<file path="config.mk">
export PLATFORM = sky130hd
export DESIGN_NAME = hazard_ctrl
export DESIGN_NICKNAME = d
export VERILOG_FILES = /design/src/rtl/hazard_ctrl.sv
export SDC_FILE = /design/constraint.sdc
export NUM_CORES = 1
export LEC_CHECK = 0
export CAP_MARGIN = 5
export CORE_UTILIZATION = 35
export CTS_CLUSTER_DIAMETER = 60
export DETAILED_ROUTE_END_ITERATION = 6
export PLACE_DENSITY = 0.69
export SLEW_MARGIN = 15
export SYNTH_ARGS = -nofsm -noshare
export SYNTH_HDL_FRONTEND = slang
export SYNTH_SLANG_ARGS = --single-unit
</file>
<file path="constraint.sdc">
create_clock -name CLK -period 6.59 [get_ports CLK]
set_input_delay 1.318 -clock CLK [delete_from_list [all_inputs] [get_ports CLK]]
set_output_delay 1.318 -clock CLK [all_outputs]
set_load 0.03 [all_outputs]
</file>
<file path="src/rtl/hazard_ctrl.sv">
// hazard_ctrl: stall/flush/forward arbiter for the 5-stage MIPS pipeline.
//
// Sits beside the four pipeline latches and the PC. It issues latch enables,
// bubble inserts, the PC write enable and the EX-stage operand selects. It
// also runs a data-memory wait watchdog and a saturating stall-cycle counter.
//
// Compile-time option:
//   HAZARD_FORWARD_EN  defined   -> only load-use RAW hazards stall; every
//                                   other dependency is resolved through
//                                   the registered fwdA/fwdB selects.
//                      undefined -> any EX or MEM RAW match stalls, and
//                                   fwdA/fwdB are tied to 2'b00.
//
// Enable/bubble contract with the pipeline latches: a latch captures its
// input on an edge where its *_EN is 1. A latch with *_NOP = 1 loads a bubble
// on that edge instead of its input. PCWE = 1 lets the PC advance on that
// edge. All of these are combinational from the current state and inputs,
// so they take effect on the same edge.
//
// dbg_state exposes the controller state (00 RUN, 01 MEMWAIT, 10 FLUSH) so
// that checkers can observe the FSM directly.

module hazard_ctrl #(
  parameter int REG_W        = 5,
  parameter int FLUSH_CYCLES = 1,
  parameter int MEM_TIMEOUT  = 64,
  parameter int CNT_W        = 16
) (
  input  logic             CLK,
  input  logic             nRST,
  input  logic             ihit,
  input  logic             dhit,
  input  logic             MemRd,
  input  logic             MemWr,
  input  logic [1:0]       PCSrc,
  input  logic [REG_W-1:0] rs,
  input  logic [REG_W-1:0] rt,
  input  logic [REG_W-1:0] exe_wsel,
  input  logic [REG_W-1:0] mem_wsel,
  input  logic             exe_RegWr,
  input  logic             mem_RegWr,
  input  logic             exe_MemRd,
  output logic             PCWE,
  output logic             fetch_EN,
  output logic             decode_EN,
  output logic             exe_EN,
  output logic             mem_EN,
  output logic             fetch_NOP,
  output logic             decode_NOP,
  output logic             exe_NOP,
  output logic [1:0]       fwdA,
  output logic [1:0]       fwdB,
  output logic             mem_timeout,
  output logic [CNT_W-1:0] stall_cnt,
  output logic [1:0]       dbg_state
);

  // Counter widths: the flush counter must hold FLUSH_CYCLES-1. The wait
  // counter must hold MEM_TIMEOUT. Both are at least one bit.
  localparam int FLUSH_W = (FLUSH_CYCLES > 2) ? $clog2(FLUSH_CYCLES) : 1;
  localparam int WAIT_W  = (MEM_TIMEOUT > 1) ? $clog2(MEM_TIMEOUT + 1) : 1;

  localparam logic [FLUSH_W-1:0] FLUSH_RELOAD = FLUSH_W'(FLUSH_CYCLES - 1);
  localparam logic [WAIT_W-1:0]  WAIT_LIMIT   = WAIT_W'(MEM_TIMEOUT);

  typedef enum logic [1:0] {
    ST_RUN     = 2'd0,
    ST_MEMWAIT = 2'd1,
    ST_FLUSH   = 2'd2
  } state_e;

  state_e             state_q, state_d;
  logic [FLUSH_W-1:0] flush_cnt_q, flush_cnt_d;
  logic [WAIT_W-1:0]  wait_cnt_q, wait_cnt_d;
  logic               timeout_q, timeout_d;
  logic [CNT_W-1:0]   stall_cnt_q, stall_cnt_d;

  logic pcsrc_taken;
  logic mem_req;
  logic rs_ex, rt_ex, rs_mem, rt_mem;
  logic raw_stall;

  assign pcsrc_taken = (PCSrc != 2'b00);
  assign mem_req     = MemRd | MemWr;

  // A source depends on a stage when that stage will write the same
  // register. Register 0 is hard-wired, so it never creates a dependency.
  assign rs_ex  = exe_RegWr && (rs == exe_wsel) && (rs != '0);
  assign rt_ex  = exe_RegWr && (rt == exe_wsel) && (rt != '0);
  assign rs_mem = mem_RegWr && (rs == mem_wsel) && (rs != '0);
  assign rt_mem = mem_RegWr && (rt == mem_wsel) && (rt != '0);

`ifdef HAZARD_FORWARD_EN
  // With forwarding, only a load in EX cannot supply its result in time.
  assign raw_stall = exe_MemRd && (rs_ex || rt_ex);
`else
  // Without forwarding, every in-flight writer blocks decode. The load-use
  // term is a subset of the EX term and is kept for symmetry.
  assign raw_stall = (exe_MemRd && (rs_ex || rt_ex)) || rs_ex || rt_ex ||
                     rs_mem || rt_mem;
`endif

  // Next-state and Mealy control outputs, in RUN priority order.
  always_comb begin
    state_d     = state_q;
    flush_cnt_d = flush_cnt_q;
    wait_cnt_d  = wait_cnt_q;
    timeout_d   = timeout_q;
    PCWE        = ihit;
    fetch_EN    = 1'b0;
    decode_EN   = 1'b0;
    exe_EN      = 1'b0;
    mem_EN      = 1'b0;
    fetch_NOP   = 1'b0;
    decode_NOP  = 1'b0;
    exe_NOP     = 1'b0;

    unique case (state_q)
      ST_RUN: begin
        if (pcsrc_taken) begin
          // Squash the wrong-path instructions in fetch, decode and EX.
          fetch_NOP  = 1'b1;
          decode_NOP = 1'b1;
          exe_NOP    = 1'b1;
          fetch_EN   = 1'b1;
          decode_EN  = 1'b1;
          exe_EN     = 1'b1;
          mem_EN     = 1'b1;
          PCWE       = 1'b1;
          if (FLUSH_CYCLES > 1) begin
            state_d     = ST_FLUSH;
            flush_cnt_d = FLUSH_RELOAD;
          end
        end else if (mem_req && dhit) begin
          fetch_EN  = 1'b1;
          decode_EN = 1'b1;
          exe_EN    = 1'b1;
          mem_EN    = 1'b1;
          PCWE      = 1'b1;
        end else if (mem_req) begin
          // Freeze the whole pipe until the data memory answers.
          PCWE       = 1'b0;
          state_d    = ST_MEMWAIT;
          wait_cnt_d = '0;
        end else if (raw_stall) begin
          // Hold fetch/decode, push a bubble into EX, and let EX/MEM drain.
          PCWE       = 1'b0;
          decode_NOP = 1'b1;
          exe_EN     = 1'b1;
          mem_EN     = 1'b1;
        end else if (ihit) begin
          fetch_EN  = 1'b1;
          decode_EN = 1'b1;
          exe_EN    = 1'b1;
          mem_EN    = 1'b1;
        end
      end

      ST_MEMWAIT: begin
        PCWE = 1'b0;
        // The wait counter saturates at the limit so it never wraps.
        if (wait_cnt_q != WAIT_LIMIT) begin
          wait_cnt_d = wait_cnt_q + 1'b1;
        end
        if ((MEM_TIMEOUT != 0) && (wait_cnt_d == WAIT_LIMIT)) begin
          timeout_d = 1'b1;
        end
        if (dhit) begin
          fetch_EN  = 1'b1;
          decode_EN = 1'b1;
          exe_EN    = 1'b1;
          mem_EN    = 1'b1;
          PCWE      = 1'b1;
          state_d   = ST_RUN;
        end
      end

      ST_FLUSH: begin
        fetch_NOP  = 1'b1;
        decode_NOP = 1'b1;
        fetch_EN   = ihit;
        decode_EN  = ihit;
        exe_EN     = ihit;
        mem_EN     = ihit;
        if (pcsrc_taken) begin
          // A further redirect restarts the flush window.
          flush_cnt_d = FLUSH_RELOAD;
        end else begin
          flush_cnt_d = flush_cnt_q - 1'b1;
          if (flush_cnt_d == '0) begin
            state_d = ST_RUN;
          end
        end
      end

      default: begin
        state_d = ST_RUN;
      end
    endcase

    // While reset is held, every control output is inactive.
    if (!nRST) begin
      PCWE       = 1'b0;
      fetch_EN   = 1'b0;
      decode_EN  = 1'b0;
      exe_EN     = 1'b0;
      mem_EN     = 1'b0;
      fetch_NOP  = 1'b0;
      decode_NOP = 1'b0;
      exe_NOP    = 1'b0;
    end
  end

  // Stall-cycle counter: counts cycles where the PC is held, and saturates.
  always_comb begin
    stall_cnt_d = stall_cnt_q;
    if (!PCWE && (stall_cnt_q != '1)) begin
      stall_cnt_d = stall_cnt_q + 1'b1;
    end
  end

  // FSM and counter registers, asynchronously cleared.
  always_ff @(posedge CLK or negedge nRST) begin
    if (!nRST) begin
      state_q     <= ST_RUN;
      flush_cnt_q <= '0;
      wait_cnt_q  <= '0;
      timeout_q   <= 1'b0;
      stall_cnt_q <= '0;
    end else begin
      state_q     <= state_d;
      flush_cnt_q <= flush_cnt_d;
      wait_cnt_q  <= wait_cnt_d;
      timeout_q   <= timeout_d;
      stall_cnt_q <= stall_cnt_d;
    end
  end

  assign mem_timeout = timeout_q;
  assign stall_cnt   = stall_cnt_q;
  assign dbg_state   = state_q;

`ifdef HAZARD_FORWARD_EN
  logic [1:0] fwd_a_q, fwd_a_d;
  logic [1:0] fwd_b_q, fwd_b_d;

  // Operand selects follow the instruction from decode into EX. A bubble
  // clears them, a frozen EX holds them, and EX beats MEM when both match.
  always_comb begin
    fwd_a_d = fwd_a_q;
    fwd_b_d = fwd_b_q;
    if (decode_NOP || exe_NOP) begin
      fwd_a_d = 2'b00;
      fwd_b_d = 2'b00;
    end else if (decode_EN) begin
      fwd_a_d = rs_ex ? 2'b01 : (rs_mem ? 2'b10 : 2'b00);
      fwd_b_d = rt_ex ? 2'b01 : (rt_mem ? 2'b10 : 2'b00);
    end
  end

  // Forwarding-select registers.
  always_ff @(posedge CLK or negedge nRST) begin
    if (!nRST) begin
      fwd_a_q <= 2'b00;
      fwd_b_q <= 2'b00;
    end else begin
      fwd_a_q <= fwd_a_d;
      fwd_b_q <= fwd_b_d;
    end
  end

  assign fwdA = fwd_a_q;
  assign fwdB = fwd_b_q;
`else
  assign fwdA = 2'b00;
  assign fwdB = 2'b00;
`endif

endmodule

</file>
==> impl_metrics.py, run 1 <==
metrics = {
    "grt": {
        "grt_pass1_vias": 1440,
        "grt_most_used_layer": "met2",
        "met1_usage_pct": 19.67,
        "grt_use_met3_pct": 1.657,
        "grt_overflow": 0,
        "grt_max_degree": 29,
        "antenna_found_initial": 0,
        "met2_usage_pct": 25.44,
        "grt_pass1_wl_um": 6299,
        "track_usage_pct": 15.03,
    },
    "critical_path": {
        "rr_worst_depth": 8,
        "critPathLaunchType": "input pin",
        "r2r_start": "dbg_state[0]",
        "r2r_end": "stall_cnt[14]",
        "critPathArrivalTime_ns": 3.87,
        "critical_path_class": "in2out",
        "rrSetupSlack_ns": 4.08,
        "crit_fanout": 11,
        "required_ns": 5.27,
        "endpoint_kind": "output port",
    },
    "timing": {
        "hold_ws_ns": 0.4690,
        "hold_viol_final": 0,
        "fin_crit_sh_pct": 78.77,
        "max_slew_margin_pct": 56.82,
        "setup_violations": 0,
        "drv_slew": 0,
        "setup-tns-final_ns": 0,
        "setup_ws_ns": 1.399,
        "rsz0062_at_grt": "false",
        "worstMarginPinSlew_ns": 0.6428,
        "fmax_mhz": 192.6,
        "fin_crit_ns": 5.191,
        "clock_skew_ns": 0.005176,
    },
    "logic_synthesis": {
        "synthCells": 186,
        "async_flop_share_pct": 100.0,
        "synth_area_leader_cell": "dfrtp_1",
        "synthXorXnorAreaFrac_pct": 18.93,
        "synth-simple-area-share_pct": 24.13,
        "synth_top_area_share_pct": 35.59,
        "ys.flop_type": "dfrtp_1",
        "synth_top_family_by_area": "simple AND/OR/NAND/NOR gates",
        "yosysWarnings": 0,
        "synthAdderAreaFrac_pct": 2.135,
        "synth_cell_type_count": 39,
        "synth_compound_gate_area_share_pct": 10.04,
        "synthTopCellsByArea": "dfrtp_1 (36%), xor2_1 (10%), xnor2_1 (8.5%)",
        "synth-seq-cells": 25,
        "synth_area_per_cell_sq_um": 9.451,
        "netlist_area_sq_mm": 0.001758,
        "synth-edff-count": 0,
        "ys_seq_area_share_pct": 35.59,
        "synth_mux_area_share_pct": 2.562,
    },
    "clocking": {
        "htreeDepth": 1,
        "cts_repair_resize_count": 0,
        "cts_hold_buf": 0,
        "clk_latency_ns": 0.26,
        "cts_tree": "yes",
        "cts_buffers": 3,
        "clkTransAtPathRegs_ns": 0.08,
        "cts_sinks": 25,
        "post_cts_buffers": 0,
        "cts_max_path_buffers": 2,
        "ctsRootBufferMaster": "clkbuf_8",
    },
    "finish": {
        "fillers": 460,
        "nNetsFinal": 274,
        "num_antenna_cells": 0,
        "drive_above_1_share_pct": 8.368,
        "syn2layout_area_growth_pct": 35.73,
        "multi_input_area_sq_mm": 0.001035,
        "seqCellArea_sq_um": 625.6,
    },
    "pwr": {
        "combPwrFrac_pct": 45.1,
        "power_frac_seq_pct": 40.0,
        "p_int_uw": 364.0,
        "p_leak_nw": 0.9715,
        "pwr_density_cell_mw_per_mm2": 252.8,
        "ir_drop_v": 0.0001350,
        "switching_share_pct": 39.66,
        "switchingPower_uw": 239.3,
        "clkPwrFrac_pct": 14.8,
    },
    "run_status": {
        "status": "finished, final reports clean",
    },
    "drt": {
        "routed_wl_um": 3623,
        "dr.pass1.iters": 4,
        "via_count": 1468,
        "remaining_drc_errors": 0,
        "drt-initial-drc-count": 98,
        "ant_nets": 0,
        "routedWlPerCell_um": 11.84,
        "avgViaCountPerCell": 4.797,
    },
    "floorplanning": {
        "io_pins": 62,
        "core_sq_mm": 0.004786,
        "dieArea_sq_mm": 0.005310,
        "rows": 25,
        "die_y_um": 72.87,
        "die_w_um": 72.87,
        "initial_core_util_pct": 36.73,
    },
    "hold_path": {
        "min_to": "mem_timeout",
        "hp-start": "mem_timeout",
        "hold_path.class": "reg2reg",
        "whs_path_depth": 1,
    },
    "place": {
        "dp_slack_ns": 1.381,
        "place.gp.congestion": 0.7966,
        "dp_hpwl_um": 2934,
        "io_buffer_count": 55,
    },
    "run": {
        "maxCapViolCount": 0,
    },
}
-- cells in the mapped netlist (2+ instances only) --
cell and n:
a21o_1 2, ha_1 3, inv_1 6, xnor2_1 17, or4_1 2, buf_4 9
nand3_1 10, a21oi_1 4, a22o_1 4, mux2_2 4, nand2_1 16, nor3_1 9
nor2_1 9, clkbuf_1 3, a21oi_2 2, nor4b_1 4, o21ai_0 6, and3_1 5
xor2_1 21, nand4_1 3, nand2b_1 2, nor3b_1 3, nor4_1 2, dfrtp_1 25
-- worst max-delay path, cell delays in order --
cell and delay, ns:
clkdlybuf4s50_1 0.46, or4_1 0.53, nor2_1 0.13, or4_1 0.16
a21oi_2 0.08, nor3_4 0.43, clkdlybuf4s50_1 0.76
-- state kept, by name, indices dropped and copies added (netlist names) --
name / flops
stall_cnt: 16
wait_cnt_q: 7
dbg_state: 1
mem_timeout: 1
-- logic make-up (layout without fill, tap and decap cells) --
logic type | after synthesis | in the layout
buffers and inverters | 19 | 68
adders and majority gates | 3 | 3
other | 1 | 5
xor gates and xnor gates | 38 | 38
and+or+nand+nor | 73 | 73
muxes | 4 | 4
AOI/OAI and AO/OA | 23 | 23
DFF | 25 | 25
-- layout make-up --
cell class | count | area share, %
multi-input combinational | 146 | 43.37
clock buffer | 3 | 1.730
tap | 67 | 3.513
inverter | 6 | 0.9439
clock inverter | 1 | 0.2098
sequential | 25 | 26.22
timing repair buffer | 58 | 24.02
-- power groups by stage --
stage	clock (mW)	combinational [mW]	sequential (mW)
CTS	0.0944	0.275	0.242
floorplan	0	0.118	0.289
detailed placement	0	0.275	0.245
global placement	0	0.269	0.244
finish	0.0894	0.272	0.242
global route	0.101	0.296	0.249
-- metal layers --
layer / wire length (um) / part of all wire (%)
met4: 52 / 1.4
met5: 0 / 0
met2: 1688 / 47
met3: 138 / 3.8
met1: 1743 / 48
-- placed cells by master (no fill, tap or decap), types with 2 or more instances in the layout --
| master | netlist | final |
|---|---|---|
| clkdlybuf4s50_1 | 0 | 55 |
| dfrtp_1 | 25 | 25 |
| xor2_1 | 21 | 21 |
| xnor2_1 | 17 | 17 |
| nand2_1 | 16 | 16 |
| nand3_1 | 10 | 10 |
| nor2_1 | 9 | 9 |
| nor3_1 | 9 | 9 |
| inv_1 | 6 | 6 |
| o21ai_0 | 6 | 6 |
| and3_1 | 5 | 5 |
| conb_1 | 1 | 5 |
| a22o_1 | 4 | 4 |
| a21oi_1 | 4 | 4 |
| nor4b_1 | 4 | 4 |
| mux2_2 | 4 | 4 |
| nand4_1 | 3 | 3 |
| nor3b_1 | 3 | 3 |
| ha_1 | 3 | 3 |
| clkbuf_8 | 0 | 3 |
| buf_4 | 9 | 3 |
| or4_1 | 2 | 2 |
| a21oi_2 | 2 | 2 |
| nand2b_1 | 2 | 2 |
| nor4_1 | 2 | 2 |
| a21o_1 | 2 | 2 |
-- metrics by stage --
step	utilization [%]	area [sq um]	cells	power [mW]
2_1_floorplan	-	1773	190	0.4067
3_3_place_gp	48.89	2340	302	0.5129
3_5_place_dp	48.89	2340	302	0.5195
4_1_cts	49.86	2386	306	0.6113
5_1_grt	49.86	2386	306	0.6457
6_report	49.86	2386	306	0.6033
-- worst max-delay path by stage --
| stage | end | startpoint | cells past startpoint | slack (ns) |
|---|---|---|---|---|
| floorplan | mem_EN | exe_wsel[4] | 8 | 2.12 |
| global placement | decode_EN | rs[1] | 7 | 1.39 |
| detailed placement | fetch_EN | rs[1] | 7 | 1.38 |
| CTS | fetch_EN | rs[1] | 7 | 1.38 |
| global route | fetch_EN | rs[1] | 7 | 1.23 |
| finish | decode_EN | rs[1] | 7 | 1.40 |
No activity file was read; power rests on OpenSTA's default activity.
==> run 2, diff against run 1 <==
==> constraint.sdc (replaced) <==
create_clock -name CLK -period 5.4 [get_ports CLK]
set_input_delay 1.08 -clock CLK [delete_from_list [all_inputs] [get_ports CLK]]
set_output_delay 1.08 -clock CLK [all_outputs]
set_load 0.03 [all_outputs]
==> run 2 against run 1 <==
Compared with the run above:
- combinational power is 22% higher
- cell area rose by 0.10%
- register-to-register slack worse by 1.2 ns
- final cell count is the same
- critical endpoint is now PCWE
- clock power rose by 28%
- worst hold slack lost 0.010 ns
- sequential power is 22% higher
- sequential share of layout area is essentially flat
- non-clock buffer count stayed put
- clock skew rose by 0.0046 ns
==> impl_metrics.py, run 2 (synthesis results as in run 1) <==
metrics = {
    "run_status": {
        "status": "finished, final reports clean",
    },
    "pwr": {
        "pwr_density_cell_mw_per_mm2": 309.7,
        "ir_drop_v": 0.0002107,
        "p_leak_nw": 0.9677,
    },
    "finish": {
        "num_antenna_cells": 0,
        "final_cell_mix": "clkdlybuf4s50_1 (55), dfrtp_1 (25), xor2_1 (21), xnor2_1 (17), nand2_1 (16)",
        "drive_above_1_share_pct": 8.368,
        "nNetsFinal": 274,
        "largest_reg_flops": 16,
        "layout_commonest_cell": "clkdlybuf4s50_1",
        "final_area_sq_mm": 0.002389,
        "syn2layout_area_growth_pct": 35.87,
    },
    "critical_path": {
        "rr_worst_depth": 8,
        "required_ns": 4.32,
        "crit_fanout": 11,
        "critical_path_class": "in2out",
        "critPathArrivalTime_ns": 3.65,
        "endpoint_kind": "output port",
        "critPathLaunchType": "input pin",
    },
    "timing": {
        "hold_viol_final": 0,
        "clock_skew_ns": 0.009729,
        "rsz0062_at_grt": "false",
        "fmax_mhz": 211.6,
        "worstMarginPinSlew_ns": 0.6507,
        "fin_crit_ns": 4.725,
        "max_slew_margin_pct": 56.29,
        "drv_slew": 0,
        "setup-tns-final_ns": 0,
        "fin_crit_sh_pct": 87.50,
        "setup_violations": 0,
    },
    "drt": {
        "routed_wl_um": 3653,
        "avgViaCountPerCell": 4.830,
        "ant_nets": 0,
        "dr.pass1.iters": 4,
        "drt-initial-drc-count": 89,
        "routedWlPerCell_um": 11.94,
        "via_count": 1478,
        "remaining_drc_errors": 0,
    },
    "floorplanning": {
        "core_sq_mm": 0.004786,
        "dieArea_sq_mm": 0.005310,
        "io_pins": 62,
        "initial_core_util_pct": 36.73,
        "die_y_um": 72.87,
        "die_w_um": 72.87,
        "rows": 25,
    },
    "grt": {
        "track_usage_pct": 14.61,
        "grt_overflow": 0,
        "grt_max_degree": 28,
        "grt_pass1_vias": 1321,
        "grt_pass1_wl_um": 6003,
        "antenna_found_initial": 0,
    },
    "hold_path": {
        "whs_path_depth": 1,
        "hold_path.class": "reg2reg",
    },
    "clocking": {
        "clk_latency_ns": 0.27,
        "post_cts_buffers": 0,
        "cts_repair_resize_count": 0,
        "clkTransAtPathRegs_ns": 0.09,
        "cts_max_path_buffers": 2,
        "cts_buffers": 3,
        "cts_tree": "yes",
        "ctsRootBufferMaster": "clkbuf_8",
        "cts_sinks": 25,
        "cts_hold_buf": 0,
        "htreeDepth": 1,
    },
    "run": {
        "maxCapViolCount": 0,
    },
    "place": {
        "place.gp.congestion": 0.8269,
        "io_buffer_count": 55,
        "dp_hpwl_um": 2955,
        "post_dp_cell_area_sq_mm": 0.002340,
    },
}
## run 2: changes by cell type in the layout (fill, tap and decap cells not counted)
| cell | previous run | this run |
|---|---|---|
| clkinv_2 | 1 | 0 |
| clkinvlp_4 | 0 | 1 |
## run 2: per-layer routing
metal / global-route usage [%] / wire length, um / vias to the layer above
met5: 0 / 0 / -
li1: - / - / 743
met3: 1.519 / 155 / 2
met4: 6.536 / 47 / 0
met1: 18.87 / 1718 / 686
met2: 24.71 / 1732 / 47
## run 2: worst paths after layout
| check | end | slack, ns | startpoint |
|---|---|---|---|
| hold reg to reg | mem_timeout | 0.46 | mem_timeout |
| min in group asynchronous | stall_cnt[9] | 1.28 | nRST |
| setup / recovery | PCWE | 0.67 | rs[1] |
| hold / removal | mem_timeout | 0.46 | mem_timeout |
| max in group asynchronous | wait_cnt_q[2] | 3.86 | nRST |
| setup reg to reg | stall_cnt[15] | 2.88 | dbg_state[0] |
## run 2: critical path: stages
cell             delay [ns]
clkdlybuf4s50_1        0.46
or4_1                  0.53
nor2_1                 0.12
or4_1                  0.16
a21oi_2                0.08
nor3_4                 0.45
clkdlybuf4s50_1        0.77
## run 2: report_power, final
part	total, mW	internal [mW]	switching (mW)
sequential	0.295	0.233	0.0612
combinational	0.331	0.159	0.172
clock	0.114	0.0523	0.0616
total	0.740	0.445	0.295
## run 2: per-stage QoR
step / util, % / hold slack, ns / setup WS [ns] / cells / total power [mW]
finish: 49.91 / 0.4587 / 0.6748 / 306 / 0.7397
global route: 49.91 / 0.4935 / 0.5165 / 306 / 0.7921
CTS: 49.91 / 0.4643 / 0.6751 / 306 / 0.7457
detailed placement: 48.89 / 0.4441 / 0.6694 / 302 / 0.6329
global placement: 48.89 / 0.4483 / 0.6787 / 302 / 0.6265
floorplan: - / 0.4918 / 1.409 / 190 / 0.4963
## run 2: cell type report
class,instances,area [sq um]
fill,447,2397
multi-input combinational,146,1035
sequential,25,625.6
timing repair buffer,58,573.1
tap,67,83.83
clock buffer,3,41.29
inverter,6,22.52
clock inverter,1,7.507
